--- src/rtl/uart_pkg.sv ---
// Shared UART definitions: receiver FSM states, frame geometry and oversample vote phases.
// Imported by the RX deframer and reusable by the TX path.
package uart_pkg;

  typedef enum logic [2:0] {
    IDLE,
    START,
    DATA,
    STOP,
    WAIT_HI
  } rx_state_t;

  localparam int UART_OVERSAMPLE = 16;
  localparam int UART_DATA_BITS  = 8;

  localparam logic [3:0] VOTE_PH0 = 4'd7;
  localparam logic [3:0] VOTE_PH1 = 4'd8;
  localparam logic [3:0] VOTE_PH2 = 4'd9;
  localparam logic [3:0] PH_LAST  = 4'd15;

  function automatic logic maj3(input logic a, input logic b, input logic c);
    return (a & b) | (a & c) | (b & c);
  endfunction

endpackage

--- src/rtl/uart_os_tick.sv ---
// Oversample tick divider: one-cycle tick every CLKS_PER_TICK clocks, restartable by clr.
// Latency: first tick CLKS_PER_TICK cycles after clr; no backpressure.
module uart_os_tick #(
  parameter int CLKS_PER_TICK = 54
) (
  input  logic clk,
  input  logic reset_b,
  input  logic clr,
  output logic tick
);

  localparam int CW = (CLKS_PER_TICK > 1) ? $clog2(CLKS_PER_TICK) : 1;
  localparam logic [CW-1:0] TERM = CW'(CLKS_PER_TICK - 1);

  logic [CW-1:0] cnt;

  always_ff @(posedge clk) begin
    if (!reset_b || clr) begin
      cnt <= '0;
    end else if (cnt == TERM) begin
      cnt <= '0;
    end else begin
      cnt <= cnt + CW'(1);
    end
  end

  assign tick = (cnt == TERM) && !clr;

endmodule

--- src/rtl/uart_rx_deframer.sv ---
// 8N1 UART receiver: 16x oversampling with 3-sample majority vote into a one-deep valid/ready holding register.
// Byte valid ~9.6 bit periods after start edge; a byte arriving while the register is full is dropped (overrun).
module uart_rx_deframer
  import uart_pkg::*;
#(
  parameter int CLKS_PER_TICK = 54
) (
  input  logic       clk,
  input  logic       reset_b,
  input  logic       rx_in,
  output logic [7:0] rx_data,
  output logic       rx_valid,
  input  logic       rx_ready,
  output logic       frame_err,
  output logic       overrun,
  output logic       busy
);

  logic       rx_meta, rxs, rxs_d;
  rx_state_t  state_q, state_d;
  logic [3:0] phase_q;
  logic [2:0] bit_idx_q, bit_idx_d;
  logic [7:0] shreg_q, shreg_d;
  logic       s0_q, s1_q;
  logic       tick, start_edge, vote, at_vote, at_last;
  logic       deliver, ferr_d;

  always_ff @(posedge clk) begin
    if (!reset_b) begin
      rx_meta <= 1'b1;
      rxs     <= 1'b1;
      rxs_d   <= 1'b1;
    end else begin
      rx_meta <= rx_in;
      rxs     <= rx_meta;
      rxs_d   <= rxs;
    end
  end

  assign start_edge = (state_q == IDLE) && rxs_d && !rxs;

  uart_os_tick #(
    .CLKS_PER_TICK(CLKS_PER_TICK)
  ) u_tick (
    .clk     (clk),
    .reset_b (reset_b),
    .clr     (start_edge),
    .tick    (tick)
  );

  always_ff @(posedge clk) begin
    if (!reset_b || start_edge) begin
      phase_q <= 4'd0;
    end else if (tick) begin
      phase_q <= phase_q + 4'd1;
    end
  end

  always_ff @(posedge clk) begin
    if (!reset_b) begin
      s0_q <= 1'b1;
      s1_q <= 1'b1;
    end else if (tick) begin
      if (phase_q == VOTE_PH0) s0_q <= rxs;
      if (phase_q == VOTE_PH1) s1_q <= rxs;
    end
  end

  // Third vote sample is the live line value on the phase-9 tick.
  assign vote    = maj3(s0_q, s1_q, rxs);
  assign at_vote = tick && (phase_q == VOTE_PH2);
  assign at_last = tick && (phase_q == PH_LAST);

  always_comb begin
    state_d   = state_q;
    bit_idx_d = bit_idx_q;
    shreg_d   = shreg_q;
    deliver   = 1'b0;
    ferr_d    = 1'b0;
    case (state_q)
      IDLE: begin
        if (start_edge) state_d = START;
      end
      START: begin
        if (at_vote && vote) begin
          state_d = IDLE;
        end else if (at_last) begin
          state_d   = DATA;
          bit_idx_d = 3'd0;
        end
      end
      DATA: begin
        if (at_vote) shreg_d = {vote, shreg_q[7:1]};
        if (at_last) begin
          if (bit_idx_q == 3'(UART_DATA_BITS - 1)) state_d = STOP;
          else bit_idx_d = bit_idx_q + 3'd1;
        end
      end
      // Decide at mid-stop so the next start edge can be caught early.
      STOP: begin
        if (at_vote) begin
          if (vote) begin
            deliver = 1'b1;
            state_d = IDLE;
          end else begin
            ferr_d  = 1'b1;
            state_d = WAIT_HI;
          end
        end
      end
      WAIT_HI: begin
        if (rxs) state_d = IDLE;
      end
      default: state_d = IDLE;
    endcase
  end

  always_ff @(posedge clk) begin
    if (!reset_b) begin
      state_q   <= IDLE;
      bit_idx_q <= 3'd0;
      shreg_q   <= 8'h00;
    end else begin
      state_q   <= state_d;
      bit_idx_q <= bit_idx_d;
      shreg_q   <= shreg_d;
    end
  end

  always_ff @(posedge clk) begin
    if (!reset_b) begin
      rx_data   <= 8'h00;
      rx_valid  <= 1'b0;
      frame_err <= 1'b0;
      overrun   <= 1'b0;
    end else begin
      frame_err <= ferr_d;
      overrun   <= deliver && rx_valid && !rx_ready;
      if (deliver && (!rx_valid || rx_ready)) begin
        rx_data  <= shreg_q;
        rx_valid <= 1'b1;
      end else if (rx_valid && rx_ready) begin
        rx_valid <= 1'b0;
      end
    end
  end

  assign busy = (state_q != IDLE);

endmodule

--- config.mk ---
export PLATFORM = sky130hd
export DESIGN_NAME = uart_rx_deframer
export DESIGN_NICKNAME = d
export VERILOG_FILES = /design/src/rtl/uart_pkg.sv /design/src/rtl/uart_os_tick.sv /design/src/rtl/uart_rx_deframer.sv
export SDC_FILE = /design/constraint.sdc
export NUM_CORES = 1
export LEC_CHECK = 0
export BUFFER_PORTS_ARGS = -buffer_cell sky130_fd_sc_hd__buf_2
export CAP_MARGIN = 15
export CORE_MARGIN = 4
export CORE_UTILIZATION = 61
export CTS_BUF_LIST = sky130_fd_sc_hd__clkbuf_4 sky130_fd_sc_hd__clkbuf_8
export DETAILED_ROUTE_END_ITERATION = 8
export PLACE_DENSITY = 0.81
export SLEW_MARGIN = 20
export SYNTH_ARGS = -nofsm -noshare
export SYNTH_HDL_FRONTEND = slang
export SYNTH_SLANG_ARGS = --single-unit
--- constraint.sdc ---
create_clock -name clk -period 2.3 [get_ports clk]
set_input_delay 0 -clock clk [delete_from_list [all_inputs] [get_ports clk]]
set_output_delay 0 -clock clk [all_outputs]
set_load 0.02 [all_outputs]
[Word level (Yosys, flattened, before mapping)]
Cells that the tools add are included.
Storage, ports and cells
  logic and storage cells: 89
  flip-flop bits (word level): 40
  output and inout bits: 12
  input bits: 4
Operators by class
  mux-type cells: 20
  reduce and logical (&&, ||, !) cells: 28
  add/sub/neg operators: 3
  bitwise logic cells: 5
  equality and inequality tests: 19
Operators with widths (number)
  $mux 3: 12
  $pmux 3 s5: 1
  $ne 2x2->1 const B: 7
  $eq 4x4->1 const B: 3
  $logic_and 1x1->1: 10
  $add 6x1->6 const B: 1
  $eq 3x2->1 const B: 2
  $eq 3x3->1 const B: 2
  $eq 6x6->1 const B: 1
  $mux 1: 6
  $pmux 3 s2: 1
  $reduce_and 2->1: 3
  $reduce_and 6->1: 1
  $logic_not 1->1: 5
  $reduce_and 5->1: 1
  $add 4x1->4 const B: 1
  $eq 4x3->1 const B: 1
  $reduce_bool 2->1: 2
  $add 3x1->3 const B: 1
  $and 1x1->1: 3
  $eq 3x1->1 const B: 1
  $logic_not 3->1: 1
  $ne 3x3->1 const B: 1
  $reduce_and 3->1: 1
  other kinds (5): 7

[Longest topological paths before layout]
  depth in word-level cells: 10
  depth in mapped cells: 8
  mapped depth without buffers: 7

[Cells and area by module]
A second synthesis with hierarchy kept.
Unflattened totals
  cell total of the unflattened synthesis: 187
  area total of the unflattened synthesis: 1790.5 µm²
By module, submodules not included
  uart_rx_deframer: instances 1, cells each 159, area each 1529.0 µm², sequential area each 680.7 µm²
  uart_os_tick: instances 1, cells each 28, area each 261.5 µm², sequential area each 120.1 µm²

[Least setup slack after synthesis]
OpenSTA, ideal clock, no wires.
  path type: reg-to-reg
  start: register u_tick.cnt[0]
  end: register rx_data[0]
  required time: 2.172 ns
  period minus slack after synthesis: 1.904 ns
  arrival: 1.776 ns
  path buffers: 0
  stages on the path, launching flop included: 7
  slack: 0.396 ns
  setup time: 0.128 ns
  cell sequence: dfxtp_1 ha_1 and4b_2 o311ai_4 nor4_4 mux2i_1 nor2_1
On the way
  word-level cells in the longest chain between the ends: 6
Ends and longest elaborated chain
  from (decl): line uart_os_tick.sv:15  | logic [CW-1:0] cnt;
  from (signal assigned): line uart_os_tick.sv:23  | cnt <= cnt + CW'(1);
  $eq 6x6->1: line uart_os_tick.sv:27  | assign tick = (cnt == TERM) && !clr;
  $logic_and 1x1->1: line uart_os_tick.sv:27
  $logic_and 1x1->1: line uart_rx_deframer.sv:71  | assign at_vote = tick && (phase_q == VOTE_PH2);
  $mux 1: line uart_rx_deframer.sv:101  | if (at_vote) begin
  $mux 1: line uart_rx_deframer.sv:80  | case (state_q)
  $logic_and 1x1->1: line uart_rx_deframer.sv:139  | if (deliver && (!rx_valid || rx_ready)) begin
  to (signal assigned): line uart_rx_deframer.sv:140  | rx_data <= shreg_q;
  to (decl): line uart_rx_deframer.sv:11  | output logic [7:0] rx_data,
No other way between the ends.
A chain may end at the register's enable or synchronous reset.

[Worst setup path after layout]
  start: register state_q[0]
  end: register rx_data[6]
On the way
  word-level cells in the longest chain between the ends: 9
  elaborated cells on any way between the ends: 10
  classes of those cells: 1 x eq/ne; 2 x mux; 7 x reduce/logical
Ends and longest elaborated chain
  from (decl): line uart_rx_deframer.sv:20  | rx_state_t state_q, state_d;
  from (signal assigned): line uart_rx_deframer.sv:124  | state_q <= state_d;
  $logic_not 3->1: line uart_rx_deframer.sv:40  | assign start_edge = (state_q == IDLE) && rxs_d && !rxs;
  $logic_and 1x1->1 (2 in a row): line uart_rx_deframer.sv:40
  $logic_not 1->1: line uart_os_tick.sv:27
  $logic_and 1x1->1: line uart_os_tick.sv:27
  $logic_and 1x1->1: line uart_rx_deframer.sv:71
  $mux 1: line uart_rx_deframer.sv:101
  $mux 1 *: line uart_rx_deframer.sv:80
  $logic_and 1x1->1 *: line uart_rx_deframer.sv:139
Mark *: on every way between the ends. The rest lies on a longest branch, timed or not.

==> metrics.txt <==
status completed; Psw 0.0003399 W; warnings from Yosys 0; GR peak layer met2; Hold Path Stages 1; die area 0.003856 mm²; met2 global-route usage 0.2902; Clock power frac 0.364; total core area 0.002781 mm²; die height 62.10 µm; syn_nets roughly 210; Final #Nets approximately 230; compound-gate portion of the synthesized area 0.1338; Worst VDD drop 0.6749 mV; number of synthesized flops with an enable pin 0; slew at the pin with the worst max-slew slack 0.7274 ns; overflow left after global routing 0; area of the mapped netlist ~0.0018 mm²; largest net degree at the start of global routing 24; setup ws final 0.1891 ns; Setup CP Type register to register; first-pass GRT wire length 6147 µm; worst hold slack 0.4221 ns; Syn-to-layout area delta 14.09%; endpoints failing setup 0; Worst Path Max Fanout 10; Post-Synth Adder-Cell Area 0.05466; register area share after synthesis 0.4485; most frequent cells in the layout dfxtp_1 (40), nand2_1 (25), nor2_1 (23); deepest level of the CTS H-tree 2; synthesis-stage register bit count 40; Placer Congestion 0.9197; CTS tree built; CP arrival 2.33 ns; Worst-path clk slew roughly 0.11 ns; main combinational cell family by area after synthesis simple AND/OR/NAND/NOR gates; Worst-Skew Late Latency around 0.34 ns; met3 usage 0.06486; post-synth top area cell dfxtp_1; required time worst endpoint about 2.5 ns; initial antenna violation count 0; Worst setup EP type register; starting DRC count in detailed routing 80; total power divided by cell area 688.3 mW/mm²; layout cells sized above 1 0.1735; DP Wirelength 2339 µm; Final period util 0.9178; CP Cell Sequence and3b_1 -> nand2_1 -> nor4_4 -> mux2i_1 -> nor2_1; worst r2r path cells 5; Critical Path Start state_q[0]; worst hold path endpoint rxs; leading cell type in the layout, fill and taps excluded dfxtp_1; worst reg2reg path endpoint rx_data[6]; routed len/inst 13.29 µm; switching part of the total 0.2425; Leakage 0.7679 nW; detailed-route via count 1399; pre-CTS setup slack 0.07723 ns; clock root cell clkbuf_4; clk sinks 40; Routed Antenna Nets 0; Max Clk Rate 473.7 MHz; post-synthesis simple-gate area fraction 0.2467; Unique masters post-synth between 40 and 50; clk_skew around 0.0080 ns; sequential share of power 0.527; logic gate share of total power 0.110; Worst path slowest cell nor4_4; GRT Util Overall 0.1922; reg-to-reg startpoint state_q[0]; Max-Cap Viols 0; top cells by area, synth dfxtp_1 (45%), nand2_1 (5.3%), mux2i_1 (5.0%); Synth async-reset ratio 0; vias in the first global route ~1400; post-layout min period approximately 2.1 ns; FF-to-FF setup slack 0.19 ns; top_reg_cell synth dfxtp_1; ant diodes 0; Post-CTS Resized 0; Syn Area/Cell slightly above 9 µm²; hold path start rx_meta; post-synthesis xor/xnor area fraction 0.02943; Port-buffer cells 15; fillers 196; Post-Syn Instances approximately 190; Final Hold Viols 0; Initial Utilization 0.6419; std cell rows 19; Int Power 0.001062 W; Slew Viols, Final 0; total CTS buffers 5; Worst Hold Class register to register; met1 GRT Util 0.2557; relative slew slack 0.5114; die width between 60 and 70 µm; DRC 0; top-area cell type share of the netlist area 0.4485; Startpoint Class register; post-synthesis mux area share 0.05046; I/O pin count 16; max incr delay on CP slightly below 0.7 ns; CTS Buffer Depth 2; Avg Vias per Cell 5.596; DRT Pass-1 Iters 5; Routed WL 3323 µm
[sequential cells by signal, summed over array words and instances, names as in the netlist]
name	count
bit_idx_q	3
frame_err	1
overrun	1
phase_q	4
rx_data	8
rx_meta	1
rx_valid	1
rxs	1
rxs_d	1
s0_q	1
s1_q	1
shreg_q	8
state_q	3
u_tick.cnt	6
[through the flow]
stage	area [µm²]	utilization	cells	total power, W	TNS [ns]
after detailed placement	1872	0.6730	234	0.0009011	0
after global routing	2037	0.7323	250	0.001467	-0.0008509
after CTS	2007	0.7215	246	0.001412	0
after global placement	1872	0.6730	234	0.0008992	0
after floorplan	1785	-	194	0.0008690	0
final	2037	0.7323	250	0.001402	0
[kinds of logic (layout without fill, tap and decap cells)]
family / Yosys count / count (layout)
AND/OR/NAND/NOR: 83 / 83
flip-flops: 40 / 40
AO/OA/AOI/OAI: 34 / 34
buffers and inverters: 14 / 39
multiplexers: 9 / 9
adder cells (fa/ha/maj): 8 / 8
XOR/XNOR: 6 / 6
[how the worst max path moves through the flow]
stage / endpoint / slack, ns
finish: rx_data[6] / 0.19
global route: shreg_q[0] / -0.0009
CTS: rx_data[3] / 0.04
detailed placement: rx_data[6] / 0.08
global placement: rx_data[7] / 0.17
floorplan: rx_data[0] / 0.40
[Yosys cell counts, drive strengths merged (2+ instances only)]
library cell  instances
nand2b                7
nor2b                 2
dfxtp                40
or3b                  2
nand4                 2
or3                   2
ha                    7
nand3                 6
o21ai                 5
and3                  2
nand2                25
clkbuf                3
mux2i                 9
nor2                 23
buf                   5
xor2                  3
a21oi                16
inv                   6
nand3b                4
xnor2                 3
nor3                  3
o311ai                3
[metal layers]
metal,part of all wire,routed length (µm)
met4,0.015,49
met3,0.045,151
met2,0.45,1498
met5,0,0
met1,0.49,1624
[what timing repair did]
item / 4_1_cts / 5_1_grt
hold buffers: 4 / 0
setup buffers: 0 / 4
endpoints found under the hold margin: 7 / 0
setup endpoints to repair: 0 / 11
[cell type report]
| cell class | count | area (µm²) | share of cell area |
|---|---|---|---|
| inverter | 6 | 22.52 | 0.01106 |
| clock inverter | 1 | 30.03 | 0.01474 |
| sequential | 40 | 800.8 | 0.3931 |
| timing repair buffer | 25 | 160.2 | 0.07862 |
| clock buffer | 7 | 65.06 | 0.03194 |
| multi-input combinational | 140 | 919.6 | 0.4515 |
| tap | 31 | 38.79 | 0.01904 |
[power groups by stage]
| stage | logic, W | registers (W) | clock network (W) |
|---|---|---|---|
| floorplan | 0.000139 | 0.000730 | 0 |
| global placement | 0.000146 | 0.000754 | 0 |
| detailed placement | 0.000148 | 0.000753 | 0 |
| CTS | 0.000153 | 0.000737 | 0.000521 |
| global route | 0.000174 | 0.000743 | 0.000551 |
| finish | 0.000154 | 0.000738 | 0.000510 |
[critical path: cells and delay by family (launching register included)]
family	cells	cell delay [ns]
DFF	1	0.56
muxes	1	0.25
and+or+nand+nor	4	1.17
No activity file was read; power rests on OpenSTA's default activity.
